==> config.mk <==
export PLATFORM = sky130hd
export DESIGN_NAME = vis_readout_scheduler
export DESIGN_NICKNAME = d
export VERILOG_FILES = /design/src/rtl/vis_readout_scheduler_pkg.sv /design/src/rtl/vis_addr_walker.sv /design/src/rtl/vis_readout_scheduler.sv
export SDC_FILE = /design/constraint.sdc
export NUM_CORES = 1
export LEC_CHECK = 0
export BUFFER_PORTS_ARGS = -buffer_cell sky130_fd_sc_hd__buf_2
export CAP_MARGIN = 20
export CORE_MARGIN = 10
export CORE_UTILIZATION = 55
export CTS_BUF_LIST = sky130_fd_sc_hd__clkbuf_8
export CTS_CLUSTER_DIAMETER = 30
export CTS_CLUSTER_SIZE = 8
export DETAILED_ROUTE_END_ITERATION = 16
export HOLD_SLACK_MARGIN = 0.15
export PLACE_DENSITY = 0.92
export SYNTH_ARGS = -nofsm -noshare
export SYNTH_HDL_FRONTEND = slang
export SYNTH_SLANG_ARGS = --single-unit
==> constraint.sdc <==
create_clock -name clk_i -period 4.4 [get_ports clk_i]
set_input_delay 0.22 -clock clk_i [delete_from_list [all_inputs] [get_ports clk_i]]
set_output_delay 0.22 -clock clk_i [all_outputs]
set_load 0.1 [all_outputs]
==> src/rtl/vis_readout_scheduler_pkg.sv <==
// Shared constants for the visibility readout scheduler: default geometry,
// bus address width, words per bank and FSM state encodings.
package vis_readout_scheduler_pkg;

  localparam int ACCUM_DEF = 24;
  localparam int TRATE_DEF = 12;
  localparam int TBITS_DEF = 4;
  localparam int BBITS_DEF = 4;
  localparam int LBITS_DEF = 24;

  function automatic int abits_f(input int tbits, input int bbits);
    return 3 + tbits + bbits;
  endfunction

  function automatic int words_f(input int trate, input int bbits);
    return (1 << bbits) * trate * 8;
  endfunction

  localparam int ABITS_DEF = abits_f(TBITS_DEF, BBITS_DEF);
  localparam int WORDS_DEF = words_f(TRATE_DEF, BBITS_DEF);

  localparam logic [2:0] S_IDLE = 3'd0;
  localparam logic [2:0] S_SWAP = 3'd1;
  localparam logic [2:0] S_ADDR = 3'd2;
  localparam logic [2:0] S_WAIT = 3'd3;
  localparam logic [2:0] S_PUSH = 3'd4;

endpackage

==> src/rtl/vis_addr_walker.sv <==
// Bank address walker: word is the innermost index, then slot (skipping
// slots TRATE..2^TBITS-1), then block. Wraps to 0 after the final word.
module vis_addr_walker
  import vis_readout_scheduler_pkg::*;
#(
  parameter int TRATE = TRATE_DEF,
  parameter int TBITS = TBITS_DEF,
  parameter int BBITS = BBITS_DEF
) (
  input  logic                     clk_i,
  input  logic                     rst_n,
  input  logic                     step_i,
  input  logic                     clear_i,
  output logic [2+TBITS+BBITS:0]   adr_o,
  output logic                     last_o
);

  logic [2:0]       r_word;
  logic [TBITS-1:0] r_slot;
  logic [BBITS-1:0] r_blk;
  logic             w_word_end;
  logic             w_slot_end;
  logic             w_blk_end;

  assign w_word_end = (r_word == 3'd7);
  assign w_slot_end = (r_slot == TBITS'(TRATE - 1));
  assign w_blk_end  = &r_blk;
  assign adr_o      = {r_blk, r_slot, r_word};
  assign last_o     = w_word_end && w_slot_end && w_blk_end;

  // Nested counter; the slot field jumps straight from TRATE-1 back to 0
  always_ff @(posedge clk_i or negedge rst_n) begin
    if (!rst_n) begin
      r_word <= 3'd0;
      r_slot <= '0;
      r_blk  <= '0;
    end else if (clear_i) begin
      r_word <= 3'd0;
      r_slot <= '0;
      r_blk  <= '0;
    end else if (step_i) begin
      r_word <= r_word + 3'd1;
      if (w_word_end) begin
        if (w_slot_end) begin
          r_slot <= '0;
          r_blk  <= r_blk + BBITS'(1'b1);
        end else begin
          r_slot <= r_slot + TBITS'(1'b1);
        end
      end
    end
  end

endmodule

==> src/rtl/vis_readout_scheduler.sv <==
// Counts correlator samples, requests a bank switch after the programmed
// accumulation length, then reads the inactive bank out word by word.
module vis_readout_scheduler
  import vis_readout_scheduler_pkg::*;
#(
  parameter int ACCUM = ACCUM_DEF,
  parameter int TRATE = TRATE_DEF,
  parameter int TBITS = TBITS_DEF,
  parameter int BBITS = BBITS_DEF,
  parameter int ABITS = abits_f(TBITS, BBITS),
  parameter int LBITS = LBITS_DEF
) (
  input  logic             clk_i,
  input  logic             rst_n,
  input  logic             enable_i,
  input  logic             strobe_i,
  input  logic [LBITS-1:0] acc_len_i,
  output logic             sw_o,
  input  logic             sw_ack_i,
  output logic             cyc_o,
  output logic             stb_o,
  output logic             we_o,
  output logic             bst_o,
  output logic [ABITS-1:0] adr_o,
  input  logic [ACCUM-1:0] dat_i,
  input  logic             ack_i,
  output logic             vld_o,
  output logic [ACCUM-1:0] dat_o,
  output logic             last_o,
  input  logic             rdy_i,
  output logic             busy_o,
  output logic             overrun_o,
  output logic [15:0]      frames_o
);

  logic [2:0]       r_state;
  logic [LBITS-1:0] r_cnt;
  logic             r_expd;
  logic             r_ovr;
  logic             r_sw;
  logic             r_cyc;
  logic             r_stb;
  logic             r_bst;
  logic             r_vld;
  logic             r_last;
  logic [ACCUM-1:0] r_dat;
  logic [15:0]      r_frames;

  logic [LBITS-1:0] w_lim;
  logic [LBITS-1:0] w_cnt_inc;
  logic             w_exp_evt;
  logic             w_hs;
  logic             w_clear;
  logic             w_walk_last;
  logic [ABITS-1:0] w_adr;

  // A programmed length of 0 behaves as 1
  assign w_lim     = (acc_len_i == '0) ? LBITS'(1'b1) : acc_len_i;
  assign w_cnt_inc = r_cnt + LBITS'(1'b1);
  assign w_exp_evt = enable_i && strobe_i && !r_expd && (w_cnt_inc >= w_lim);
  assign w_hs      = (r_state == S_PUSH) && r_vld && rdy_i;
  assign w_clear   = (r_state == S_SWAP) && sw_ack_i;

  vis_addr_walker #(
    .TRATE (TRATE),
    .TBITS (TBITS),
    .BBITS (BBITS)
  ) u_walker (
    .clk_i   (clk_i),
    .rst_n   (rst_n),
    .step_i  (w_hs),
    .clear_i (w_clear),
    .adr_o   (w_adr),
    .last_o  (w_walk_last)
  );

  // Accumulation counter; r_expd marks an expiry still waiting for its switch
  always_ff @(posedge clk_i or negedge rst_n) begin
    if (!rst_n) begin
      r_cnt  <= '0;
      r_expd <= 1'b0;
    end else if (!enable_i) begin
      r_cnt  <= '0;
      r_expd <= 1'b0;
    end else if (w_clear) begin
      r_cnt  <= strobe_i ? LBITS'(1'b1) : '0;
      r_expd <= 1'b0;
    end else if (w_exp_evt) begin
      r_cnt  <= w_lim;
      r_expd <= 1'b1;
    end else if (strobe_i && !r_expd) begin
      r_cnt  <= w_cnt_inc;
    end
  end

  // Sticky overrun: expiry while a switch/readout is still in progress
  always_ff @(posedge clk_i or negedge rst_n) begin
    if (!rst_n) begin
      r_ovr <= 1'b0;
    end else if (!enable_i) begin
      r_ovr <= 1'b0;
    end else if (w_exp_evt && (r_state != S_IDLE)) begin
      r_ovr <= 1'b1;
    end
  end

  // Switch / bus read / stream handshake sequencer
  always_ff @(posedge clk_i or negedge rst_n) begin
    if (!rst_n) begin
      r_state  <= S_IDLE;
      r_sw     <= 1'b0;
      r_cyc    <= 1'b0;
      r_stb    <= 1'b0;
      r_bst    <= 1'b0;
      r_vld    <= 1'b0;
      r_last   <= 1'b0;
      r_dat    <= '0;
      r_frames <= 16'd0;
    end else begin
      r_sw <= 1'b0;
      case (r_state)
        S_IDLE: begin
          if (enable_i && (r_expd || w_exp_evt)) begin
            r_sw    <= 1'b1;
            r_state <= S_SWAP;
          end
        end
        S_SWAP: begin
          if (sw_ack_i) begin
            r_state <= S_ADDR;
            r_cyc   <= 1'b1;
            r_stb   <= 1'b1;
            r_bst   <= 1'b1;
          end
        end
        S_ADDR: begin
          r_state <= S_WAIT;
        end
        S_WAIT: begin
          r_stb <= 1'b0;
          if (ack_i) begin
            r_cyc   <= 1'b0;
            r_vld   <= 1'b1;
            r_dat   <= dat_i;
            r_last  <= w_walk_last;
            r_state <= S_PUSH;
          end
        end
        S_PUSH: begin
          if (rdy_i) begin
            r_vld  <= 1'b0;
            r_last <= 1'b0;
            if (r_last) begin
              r_state  <= S_IDLE;
              r_bst    <= 1'b0;
              r_frames <= r_frames + 16'd1;
            end else begin
              r_state <= S_ADDR;
              r_cyc   <= 1'b1;
              r_stb   <= 1'b1;
            end
          end
        end
        default: begin
          r_state <= S_IDLE;
          r_cyc   <= 1'b0;
          r_stb   <= 1'b0;
          r_bst   <= 1'b0;
          r_vld   <= 1'b0;
          r_last  <= 1'b0;
        end
      endcase
    end
  end

  assign sw_o      = r_sw;
  assign cyc_o     = r_cyc;
  assign stb_o     = r_stb;
  assign we_o      = 1'b0;
  assign bst_o     = r_bst;
  assign adr_o     = w_adr;
  assign vld_o     = r_vld;
  assign dat_o     = r_dat;
  assign last_o    = r_last;
  assign busy_o    = (r_state != S_IDLE);
  assign overrun_o = r_ovr;
  assign frames_o  = r_frames;

endmodule

# Yosys cells after proc, flatten, opt, wreduce, memory -nomap -nowiden
# Cells that the tools add are included.
# classes
add_sub_neg	5
order_cmp	1
n_eq_ne	15
mux	43
n_bitwise	3
reduce_logical	32
# ops
op	n
$mux 24	5
$mux 4	8
$add 24x1->24 const B	1
$ge 24x24->1	1
$logic_not 24->1	1
$mux 3	6
$mux 1	17
$add 16x1->16 const B	1
$reduce_and 4->1	4
$pmux 3 s5	1
$ne 2x2->1 const B	6
$pmux 1 s3	4
$logic_and 1x1->1	11
$reduce_and 3->1	3
$add 4x1->4 const B	2
$eq 3x2->1 const B	2
$eq 3x3->1 const B	2
$reduce_bool 2->1	3
$reduce_or 3->1	2
$reduce_and 5->1	1
$eq 4x4->1 const B	1
$ne 4x1->1 const B	1
$pmux 1 s4	1
$reduce_and 2->1	2
other kinds (11)	13
# word_totals
ff_bits	86
in_bits	55
out_inout_bits	60
wordCells	114

# Logic depth before layout (Yosys ltp)
# Gate-level depths: netlist of run 1.
# logic_depth
ltp_word	8
ltp_mapped	14
ltp_nobuf	12

# By module
# From an unflattened synthesis of run 1, not the netlist that was laid out.
# hier_totals
cells_unflattened	520
area_unflattened_um2	5068.6
# modules_own_cells
module	n_inst	cells_per_inst	area_per_inst_um2	seq_area_each_um2
vis_readout_scheduler	1	461	4483.0	1876.8
vis_addr_walker	1	59	585.6	275.3

# Worst setup path after synthesis of run 1
# Ideal clock, no wire load.
# synth_path
path_type	register to register
start	register r_cnt[9]
end	register r_cnt[0]
setup_ns	0.126
arrival_ns	2.900
required_ns	4.274
setup_slack_ns	1.374
path_stages_with_launch	14
path_buffers	3
period_less_slack_ns	3.026
cell_sequence	dfrtp_1 -> clkbuf_1 -> nand3_1 -> nor3_2 -> nand4_1 -> xnor2_1 -> ha_1 -> nand4_1 -> nor4_4 -> and4_1 -> buf_6 -> nor2_4 -> buf_6 -> a221o_1
# synth_via
elab_chain_cells	6
elab_cells_between_ends	7
cone_classes	add/sub (1); order compare (1); eq/ne (1); mux (3); reduce/logical (1)
# synth_rtl
item	line_no	text
start: declaration	vis_readout_scheduler.sv:37	logic [LBITS-1:0] r_cnt;
start signal: assignment	vis_readout_scheduler.sv:86	r_cnt <= strobe_i ? LBITS'(1'b1) : '0;
start signal: assignment	vis_readout_scheduler.sv:89	r_cnt <= w_lim;
start signal: assignment	vis_readout_scheduler.sv:92	r_cnt <= w_cnt_inc;
$add 24x1->24 *	vis_readout_scheduler.sv:59	assign w_cnt_inc = r_cnt + LBITS'(1'b1);
$ge 24x24->1 *	vis_readout_scheduler.sv:60	assign w_exp_evt = enable_i && strobe_i && !r_expd && (w_cnt_inc >= w_lim);
$logic_and 1x1->1 *	vis_readout_scheduler.sv:60	
$mux 24	vis_readout_scheduler.sv:88	end else if (w_exp_evt) begin
$mux 24	vis_readout_scheduler.sv:85	end else if (w_clear) begin
$mux 24	vis_readout_scheduler.sv:82	end else if (!enable_i) begin
# Every way passes the cells marked *; elsewhere a longest branch is shown, timed or not.
# A chain may end at the register's enable or synchronous reset.

# Final worst setup path of run 1
# layout_path
start	register r_cnt[0]
end	register r_cnt[0]
# layout_via
elab_chain_cells	6
elab_cells_between_ends	8
cone_classes	add/sub (1); order compare (1); eq/ne (1); mux (4); reduce/logical (1)
# layout_rtl
item	line_no
$add 24x1->24 *	vis_readout_scheduler.sv:59
$ge 24x24->1	vis_readout_scheduler.sv:60
$logic_and 1x1->1	vis_readout_scheduler.sv:60
$mux 24	vis_readout_scheduler.sv:88
$mux 24	vis_readout_scheduler.sv:85
$mux 24	vis_readout_scheduler.sv:82
# Every way passes the cells marked *; elsewhere a longest branch is shown, timed or not. The select of a mux whose other input is x is not followed.

==> results.json, run 1 <==
{
  "syn_inst": 535,
  "synth_top_area_frac": 0.4155,
  "hpwl_mm": 10.39,
  "clock-sinks": 86,
  "final_util": 0.6888,
  "required_ps": 4630,
  "ant_nets": 0,
  "port_buffers": 113,
  "criticalPathCategory": "reg -> reg",
  "io_pins": 115,
  "num_rows": 35,
  "wire_per_inst_um": 18.50,
  "die_y_um": 117.0,
  "yosysUniqueCellTypes": 57,
  "synthTopCellsByArea": "dfrtp_1 (42%), ha_1 (7.2%), mux2_2 (5.4%)",
  "netlist_top_cells_count": "dfrtp_1 (86), nand2_1 (51), inv_1 (32)",
  "ys_seq_elements": 86,
  "antenna_found_initial": 1,
  "via_count": 4753,
  "hp-start": "acc_len_i[15]",
  "fmax_mhz": 258.2,
  "die_x_um": 117.0,
  "nFillCells": 676,
  "die_area_mm2": 0.01370,
  "initial_utilization": 0.5633,
  "max_slew_margin": 0.3569,
  "tns_ps": 0,
  "syn_area_per_cell_um2": 9.682,
  "critPathLaunch": "r_cnt[0]$_DFFE_PN0P_",
  "cp-start-kind": "register",
  "seq_area_frac_synth": 0.4155,
  "min_path_type": "in -> reg",
  "htree_levels": 3,
  "slew_violations": 0,
  "root_buffer": "clkbuf_8",
  "final-setup-viol-count": 0,
  "drt_iter0_markers": 494,
  "grt_overflow": 0,
  "synth_top_area_cell": "dfrtp_1",
  "yosysMostFrequentCell": "dfrtp_1",
  "grt_pass1_vias": 4841,
  "synth.cell_area_mm2": 0.005180,
  "gr-usage-all-layers": 0.2107,
  "clk_pin_slew_ps": 90,
  "synth_fp_nets": 620,
  "post_route_cells_drive_above_1_share": 0.2704,
  "worstMarginPinSlew_ps": 964.6,
  "grt_pass1_wl_mm": 23.27,
  "cp_max_fo": 15,
  "area_growth_pct": 22.29,
  "fp.coreArea_mm2": 0.009196,
  "crit_path_end_kind": "register",
  "cp.arrival_ps": 4100,
  "min_period_over_period": 0.8801,
  "drv_cap": 0,
  "drc_errors": 0,
  "cts_made_buffers": 9,
  "synth_edf_count": 0,
  "cts_buffer_depth": 2,
  "routabilityCongestion": 0.9835,
  "dr.pass1.iters": 5,
  "reg2reg_from": "r_cnt[0]$_DFFE_PN0P_",
  "routed_wl_mm": 14.52,
  "rsz0062_at_grt": "no",
  "synthFlopType": "dfrtp_1",
  "postSynth.asyncResetShare": 1.000,
  "outcome": "finished, final reports clean",
  "final_nets": 753,
  "cts_tree": "yes",
  "peakVddDrop_uv": 546.0,
  "grt_max_degree": 87,
  "hold_violations": 0,
  "yosysWarnings": 0,
  "insertion_delay_ps": 360,
  "powerDensity_mw_per_mm2": 537.1,
  "fin_skew_ps": 18.02,
  "period_needed_ps": 3872,
  "power_leakage_nw": 3.112,
  "avgViaCountPerCell": 6.055
}
==> what timing repair did <==
action | CTS | global route
hold endpoints to repair | 111 | 0
hold buffers | 26 | 0
resized for setup | 0 | 0
buffers inserted | 0 | 0
==> critical path, cell delays in order (launching register included) <==
cell,delay [ps]
dfrtp_1,450
ha_1,320
nand2_1,120
nor3_2,360
nand4_1,180
xnor2_1,230
ha_1,300
a21oi_1,160
a21boi_0,110
a221oi_1,330
and2_1,550
buf_4,280
a21oi_1,80
a221o_1,280
==> state kept, by name (all words and copies together), names as in the netlist, 3 cells and up <==
signal	count
u_walker.r_word	3
dat_o	24
u_walker.r_slot	4
u_walker.r_blk	4
r_state	3
r_cnt	24
frames_o	16
==> cells by family (layout without fill, tap and decap cells) <==
group           after synthesis  count (layout)  share of synthesized area
compound gates               93              93                     0.1316
xor+xnor                     41              41                    0.06932
fa+ha+maj                    30              30                    0.07246
buf+inv                      57             195                    0.04710
flops                        86              86                     0.4155
mux                          28              28                    0.06015
other cells                   1               2                  0.0007239
simple gates                199             199                     0.2031
==> layout by cell type (no fill, tap or decap), types with 17 or more instances in the layout <==
cell / count
nand4_1: 26
inv_1: 32
nor2_1: 30
mux2_2: 25
a21oi_1: 25
dlygate4sd3_1: 26
ha_1: 30
nand2_1: 51
buf_2: 112
xnor2_1: 27
o21ai_0: 17
dfrtp_1: 86
nand3_1: 29
==> metrics by stage <==
step | hold slack (ps) | cell area [um2] | power (mW) | setup slack [ps] | std cells
after floorplan | -75.59 | 5180 | 2.439 | 1374 | 535
after global placement | 451.6 | 5801 | 2.709 | 792.4 | 739
after detailed placement | 455.7 | 5816 | 2.765 | 622.1 | 740
after CTS | 176.0 | 6294 | 3.394 | 576.5 | 782
after global routing | 189.7 | 6335 | 3.532 | 332.5 | 785
final | 182.7 | 6335 | 3.402 | 527.8 | 785
==> layout make-up <==
class | count | area [um2] | area share
well taps | 111 | 138.9 | 0.02192
clock inverters | 5 | 66.31 | 0.01047
repair buffers | 147 | 919.6 | 0.1452
diodes | 1 | 2.502 | 0.0003950
flip-flops and latches | 86 | 2152 | 0.3397
clock buffers | 11 | 151.4 | 0.02390
inverters | 32 | 120.1 | 0.01896
multi-input cells | 392 | 2784 | 0.4395
==> routing by layer <==
metal  GRT usage  routed length (um)  vias up
met2      0.3802                7363      213
li1            -                   -     2215
met1      0.2484                5721     2295
met3     0.03466                1139       30
met4     0.06837                 299        0
met5           0                   0        -
==> report_power, final <==
group	leakage, nW	switching [mW]	internal [mW]
Combinational	1.88	1.38	0.349
Sequential	1.13	0.126	0.941
Clock	0.108	0.309	0.300
==> final timing paths <==
| kind | slack [ps] | depth (start not counted) | endpoint |
|---|---|---|---|
| min in group asynchronous | 320 | 2 | u_walker.r_slot[3]$_DFFE_PN0P_ |
| max in group asynchronous | 3460 | 3 | frames_o[15]$_DFFE_PN0P_ |
| setup reg to reg | 530 | 13 | r_cnt[0]$_DFFE_PN0P_ |
| hold / removal | 180 | 3 | r_cnt[15]$_DFFE_PN0P_ |
| setup / recovery | 530 | 13 | r_cnt[0]$_DFFE_PN0P_ |
| hold reg to reg | 500 | 1 | frames_o[14]$_DFFE_PN0P_ |
(Power assumes the default switching activity.)
==> inputs of run 2 (changes only) <==
--- a/config.mk
+++ b/config.mk
@@ -14,7 +14,7 @@
 export CTS_CLUSTER_SIZE = 8
 export DETAILED_ROUTE_END_ITERATION = 16
 export HOLD_SLACK_MARGIN = 0.15
-export PLACE_DENSITY = 0.92
+export PLACE_DENSITY = 0.81
 export SYNTH_ARGS = -nofsm -noshare
 export SYNTH_HDL_FRONTEND = slang
 export SYNTH_SLANG_ARGS = --single-unit
==> constraint.sdc (replaced) <==
create_clock -name clk_i -period 4.4 [get_ports clk_i]
set_input_delay 0.22 -clock clk_i [delete_from_list [all_inputs] [get_ports clk_i]]
set_output_delay 0.22 -clock clk_i [all_outputs]
set_load 0.05 [all_outputs]
==> results.json, run 2 (synthesis gave the netlist of run 1 again) <==
{
  "outcome": "finished, final reports clean",
  "wire_per_inst_um": 17.97,
  "tns_ps": 0,
  "grt_overflow": 0,
  "htree_levels": 3,
  "fin_ws_ps": 751.3,
  "final_util": 0.6899,
  "required_ps": 4630,
  "total_power_mw": 2.902,
  "routabilityCongestion": 0.9219,
  "die_y_um": 117.0,
  "crit_path_end_kind": "register",
  "cts_buffer_depth": 2,
  "fp.coreArea_mm2": 0.009196,
  "clock-sinks": 86,
  "grt_pass1_vias": 4847,
  "dp_slack_ps": 797.4,
  "rsz0062_at_grt": "no",
  "clk_pin_slew_ps": 100,
  "hpwl_mm": 10.02,
  "powerDensity_mw_per_mm2": 457.3,
  "criticalPathCategory": "reg -> reg",
  "cp-start-kind": "register",
  "cts_tree": "yes",
  "drt_iter0_markers": 323,
  "peakVddDrop_uv": 213.1,
  "post_route_cells_drive_above_1_share": 0.2675,
  "fin_skew_ps": 14.97,
  "num_rows": 35,
  "grt_max_degree": 87,
  "gr-usage-all-layers": 0.2077,
  "post-place-cells": 741,
  "min_period_over_period": 0.8293,
  "via_count": 4757,
  "final_nets": 753,
  "fmax_mhz": 274.1,
  "min_path_type": "in -> reg",
  "antenna_found_initial": 0,
  "drc_errors": 0,
  "cp_max_fo": 18,
  "final_cells": 784,
  "routed_wl_mm": 14.09,
  "port_buffers": 113,
  "final_cell_mix": "buf_2 (112), dfrtp_1 (86), nand2_1 (51)",
  "power_leakage_nw": 3.123,
  "whs_ps": 174.0,
  "area_growth_pct": 22.49,
  "cts_setup_buffers": 0,
  "worstMarginPinSlew_ps": 934.6,
  "max_slew_margin": 0.3769,
  "drv_cap": 0,
  "final-setup-viol-count": 0,
  "final_area_mm2": 0.006345,
  "ant_nets": 0,
  "grt_pass1_wl_mm": 23.00,
  "dpl_cell_area_mm2": 0.005819,
  "avgViaCountPerCell": 6.068,
  "antennaDiodeCount": 0,
  "cts_made_buffers": 9,
  "hold_violations": 0,
  "slew_violations": 0,
  "cp.arrival_ps": 3880,
  "period_needed_ps": 3649,
  "dr.pass1.iters": 5,
  "insertion_delay_ps": 360,
  "layout_commonest_cell": "buf_2",
  "initial_utilization": 0.5633,
  "die_area_mm2": 0.01370,
  "io_pins": 115,
  "die_x_um": 117.0,
  "root_buffer": "clkbuf_8"
}
run 2: cell types whose count changed in the layout (fill, tap and decap cells not counted), moves of 2 or more:
cell | previous run | this run
inv_1 | 32 | 34
clkinv_4 | 2 | 0
clkbuf_8 | 11 | 9
bufinv_16 | 1 | 3
run 2: final timing paths:
| path | startpoint | cells after the start | slack (ps) | end |
|---|---|---|---|---|
| setup / recovery | r_cnt[0]$_DFFE_PN0P_ | 12 | 750 | r_cnt[20]$_DFFE_PN0P_ |
| hold / removal | acc_len_i[23] | 3 | 170 | r_cnt[23]$_DFFE_PN0P_ |
| setup reg to reg | r_cnt[0]$_DFFE_PN0P_ | 12 | 750 | r_cnt[20]$_DFFE_PN0P_ |
| hold reg to reg | frames_o[15]$_DFFE_PN0P_ | 1 | 460 | frames_o[15]$_DFFE_PN0P_ |
| max in group asynchronous | rst_n | 3 | 3430 | r_state[1]$_DFFE_PN0P_ |
| min in group asynchronous | rst_n | 2 | 360 | u_walker.r_slot[2]$_DFFE_PN0P_ |
run 2: repair_timing:
action                                  in CTS  in global routing
endpoints found under the setup margin       0                  0
resized for setup                            0                  0
hold buffers                                26                  0
endpoints found under the hold margin      111                  0
run 2: where the power goes:
| part | internal, mW | switching, mW |
|---|---|---|
| sequential | 0.942 | 0.119 |
| combinational | 0.347 | 0.825 |
| clock | 0.376 | 0.294 |
| total | 1.66 | 1.24 |
run 2: critical path, cell delays in order, from the launching register on:
cell	delay (ps)
dfrtp_1	480
ha_1	270
nand2_1	110
nor3_2	420
nand4_1	200
xnor2_1	250
ha_1	310
a21oi_1	140
a21boi_0	120
a221oi_1	330
nand2_2	230
nor2_4	500
o311ai_2	180
run 2: final cells by class:
type	count	area (um2)
multi-input cells	392	2784
clock buffers	9	123.9
well taps	111	138.9
repair buffers	147	912.1
flip-flops and latches	86	2152
fillers	708	2851
clock inverters	7	113.9
inverters	32	120.1
run 2: per-layer routing:
layer | GRT usage | vias to the layer above | wire length [um]
li1 | - | 2220 | -
met1 | 0.2429 | 2298 | 5657
met2 | 0.3611 | 208 | 7008
met3 | 0.04638 | 31 | 1103
met4 | 0.08320 | 0 | 317
met5 | 0 | - | 0
==> inputs of run 3 (changes only) <==
--- a/config.mk
+++ b/config.mk
@@ -8,13 +8,13 @@
 export BUFFER_PORTS_ARGS = -buffer_cell sky130_fd_sc_hd__buf_2
 export CAP_MARGIN = 20
 export CORE_MARGIN = 10
-export CORE_UTILIZATION = 55
+export CORE_UTILIZATION = 51
 export CTS_BUF_LIST = sky130_fd_sc_hd__clkbuf_8
 export CTS_CLUSTER_DIAMETER = 30
 export CTS_CLUSTER_SIZE = 8
 export DETAILED_ROUTE_END_ITERATION = 16
 export HOLD_SLACK_MARGIN = 0.15
-export PLACE_DENSITY = 0.81
+export PLACE_DENSITY = 0.79
 export SYNTH_ARGS = -nofsm -noshare
 export SYNTH_HDL_FRONTEND = slang
 export SYNTH_SLANG_ARGS = --single-unit
==> constraint.sdc (replaced) <==
create_clock -name clk_i -period 3.25 [get_ports clk_i]
set_input_delay 0.1625 -clock clk_i [delete_from_list [all_inputs] [get_ports clk_i]]
set_output_delay 0.1625 -clock clk_i [all_outputs]
set_load 0.05 [all_outputs]
==> results.json, run 3 (synthesis gave the netlist of run 1 again) <==
{
  "outcome": "finished, final reports clean",
  "fin_skew_ps": 9.830,
  "cts_made_buffers": 9,
  "required_ps": 3460,
  "cp-start-kind": "input port",
  "initial_utilization": 0.5275,
  "slew_violations": 0,
  "post_route_cells_drive_above_1_share": 0.3100,
  "insertion_delay_ps": 350,
  "num_rows": 36,
  "die_area_mm2": 0.01459,
  "drt_iter0_markers": 416,
  "period_needed_ps": 3160,
  "via_count": 4816,
  "grt_pass1_wl_mm": 23.38,
  "final_nets": 793,
  "internal-power_mw": 2.086,
  "antennaDiodeCount": 0,
  "fmax_mhz": 316.4,
  "port_buffers": 113,
  "seqCellArea_mm2": 0.002153,
  "hold_violations": 0,
  "pwr-share-seq": 0.381,
  "final-setup-viol-count": 0,
  "pwr-share-comb": 0.424,
  "htree_levels": 3,
  "antenna_found_initial": 0,
  "drc_errors": 0,
  "clock-sinks": 86,
  "root_buffer": "clkbuf_8",
  "power_switching_share": 0.4442,
  "fp.coreArea_mm2": 0.009819,
  "area_growth_pct": 30.02,
  "ant_nets": 0,
  "final_cell_mix": "buf_2 (112), dfrtp_1 (85), nand2_1 (51)",
  "layout_commonest_cell": "buf_2",
  "drv_cap": 0,
  "min_path_type": "in -> reg",
  "worstMarginPinSlew_ps": 1024,
  "die_x_um": 120.8,
  "die_y_um": 120.8,
  "gr-usage-all-layers": 0.1924,
  "cp.arrival_ps": 3370,
  "nFillCells": 780,
  "routabilityCongestion": 0.9798,
  "clk_pin_slew_ps": 90,
  "min_period_over_period": 0.9724,
  "grt_max_degree": 87,
  "routed_wl_mm": 14.33,
  "switchingPower_mw": 1.667,
  "dr.pass1.iters": 5,
  "max_slew_margin": 0.3176,
  "wire_per_inst_um": 16.94,
  "criticalPathCategory": "in -> reg",
  "whs_ps": 174.8,
  "cts_buffer_depth": 2,
  "final_util": 0.6859,
  "avgViaCountPerCell": 5.693,
  "io_pins": 115,
  "tns_ps": 0,
  "grt_pass1_vias": 4845,
  "multiInputGateArea_mm2": 0.002843,
  "powerDensity_mw_per_mm2": 557.2,
  "hpwl_mm": 10.66,
  "cp_max_fo": 4,
  "power_leakage_nw": 3.354,
  "clock_power_share": 0.195,
  "peakVddDrop_uv": 478.5,
  "crit_path_end_kind": "register",
  "rsz0062_at_grt": "yes",
  "grt_overflow": 0,
  "cts_tree": "yes"
}
==> run 3: cell count changes in the layout (fill, tap and decap cells not counted), moves of 3 or more <==
cell / delta
xnor2_1: -4
dlygate4sd3_1: +12
buf_12: +3
buf_4: +26
xnor2_2: +4
bufinv_16: -3
==> run 3: path summary, 6_finish.rpt <==
path | from | endpoint | slack (ps) | cells past startpoint
worst max-delay path | acc_len_i[14] | r_cnt[9]$_DFFE_PN0P_ | 90 | 12
worst min register to register | frames_o[15]$_DFFE_PN0P_ | frames_o[15]$_DFFE_PN0P_ | 470 | 1
min in group asynchronous | rst_n | u_walker.r_slot[3]$_DFFE_PN0P_ | 320 | 2
worst max register to register | r_cnt[0]$_DFFE_PN0P_ | r_cnt[2]$_DFFE_PN0P_ | 130 | 14
worst min-delay path | acc_len_i[13] | r_cnt[13]$_DFFE_PN0P_ | 170 | 3
max in group asynchronous | rst_n | dat_o[10]$_DFFE_PN0P_ | 2300 | 3
==> run 3: through the flow <==
stage	area (um2)	instances	worst slack, ps	total power, mW
after global routing	6735	846	-17.63	3.944
after global placement	6071	790	106.8	2.959
after floorplan	5180	535	224.3	2.590
after CTS	6651	844	24.23	3.779
after detailed placement	6071	790	14.77	3.010
final	6735	846	89.78	3.753
==> run 3: layout make-up <==
cell class	count	area share
inverters	32	0.01783
multi-input cells	392	0.4221
well taps	133	0.02471
clock inverters	5	0.006130
repair buffers	187	0.1871
flip-flops and latches	86	0.3197
clock buffers	11	0.02248
==> run 3: what timing repair did <==
item | 4_1_cts | 5_1_grt
pin swaps | 0 | 4
gates resized for setup | 2 | 10
buffers inserted | 0 | 1
hold buffers | 38 | 0
hold endpoints to repair | 126 | 0
endpoints found under the setup margin | 2 | 26
==> run 3: worst max-delay path: stages <==
cell and delay, ps:
dlygate4sd3_1 540, buf_2 140, nor4_2 350, nand4_1 210, o21bai_1 330, ha_1 290
nand2b_1 150, a211oi_1 240, o211ai_1 160, and4_2 280, o21ai_1 340, a22oi_1 180
==> run 3: power groups by stage <==
stage	Sequential, mW	Combinational (mW)	Clock [mW]
2_1_floorplan	2.05	0.542	0
3_3_place_gp	1.43	1.53	0
3_5_place_dp	1.45	1.56	0
4_1_cts	1.43	1.60	0.754
5_1_grt	1.46	1.69	0.796
6_report	1.43	1.59	0.732
==> run 3: routing by layer <==
layer | GRT usage | part of all wire | vias up
met4 | 0.07391 | 0.022 | 0
met2 | 0.3382 | 0.50 | 177
met5 | 0 | 0 | -
met1 | 0.2272 | 0.42 | 2327
li1 | - | - | 2286
met3 | 0.03583 | 0.062 | 26
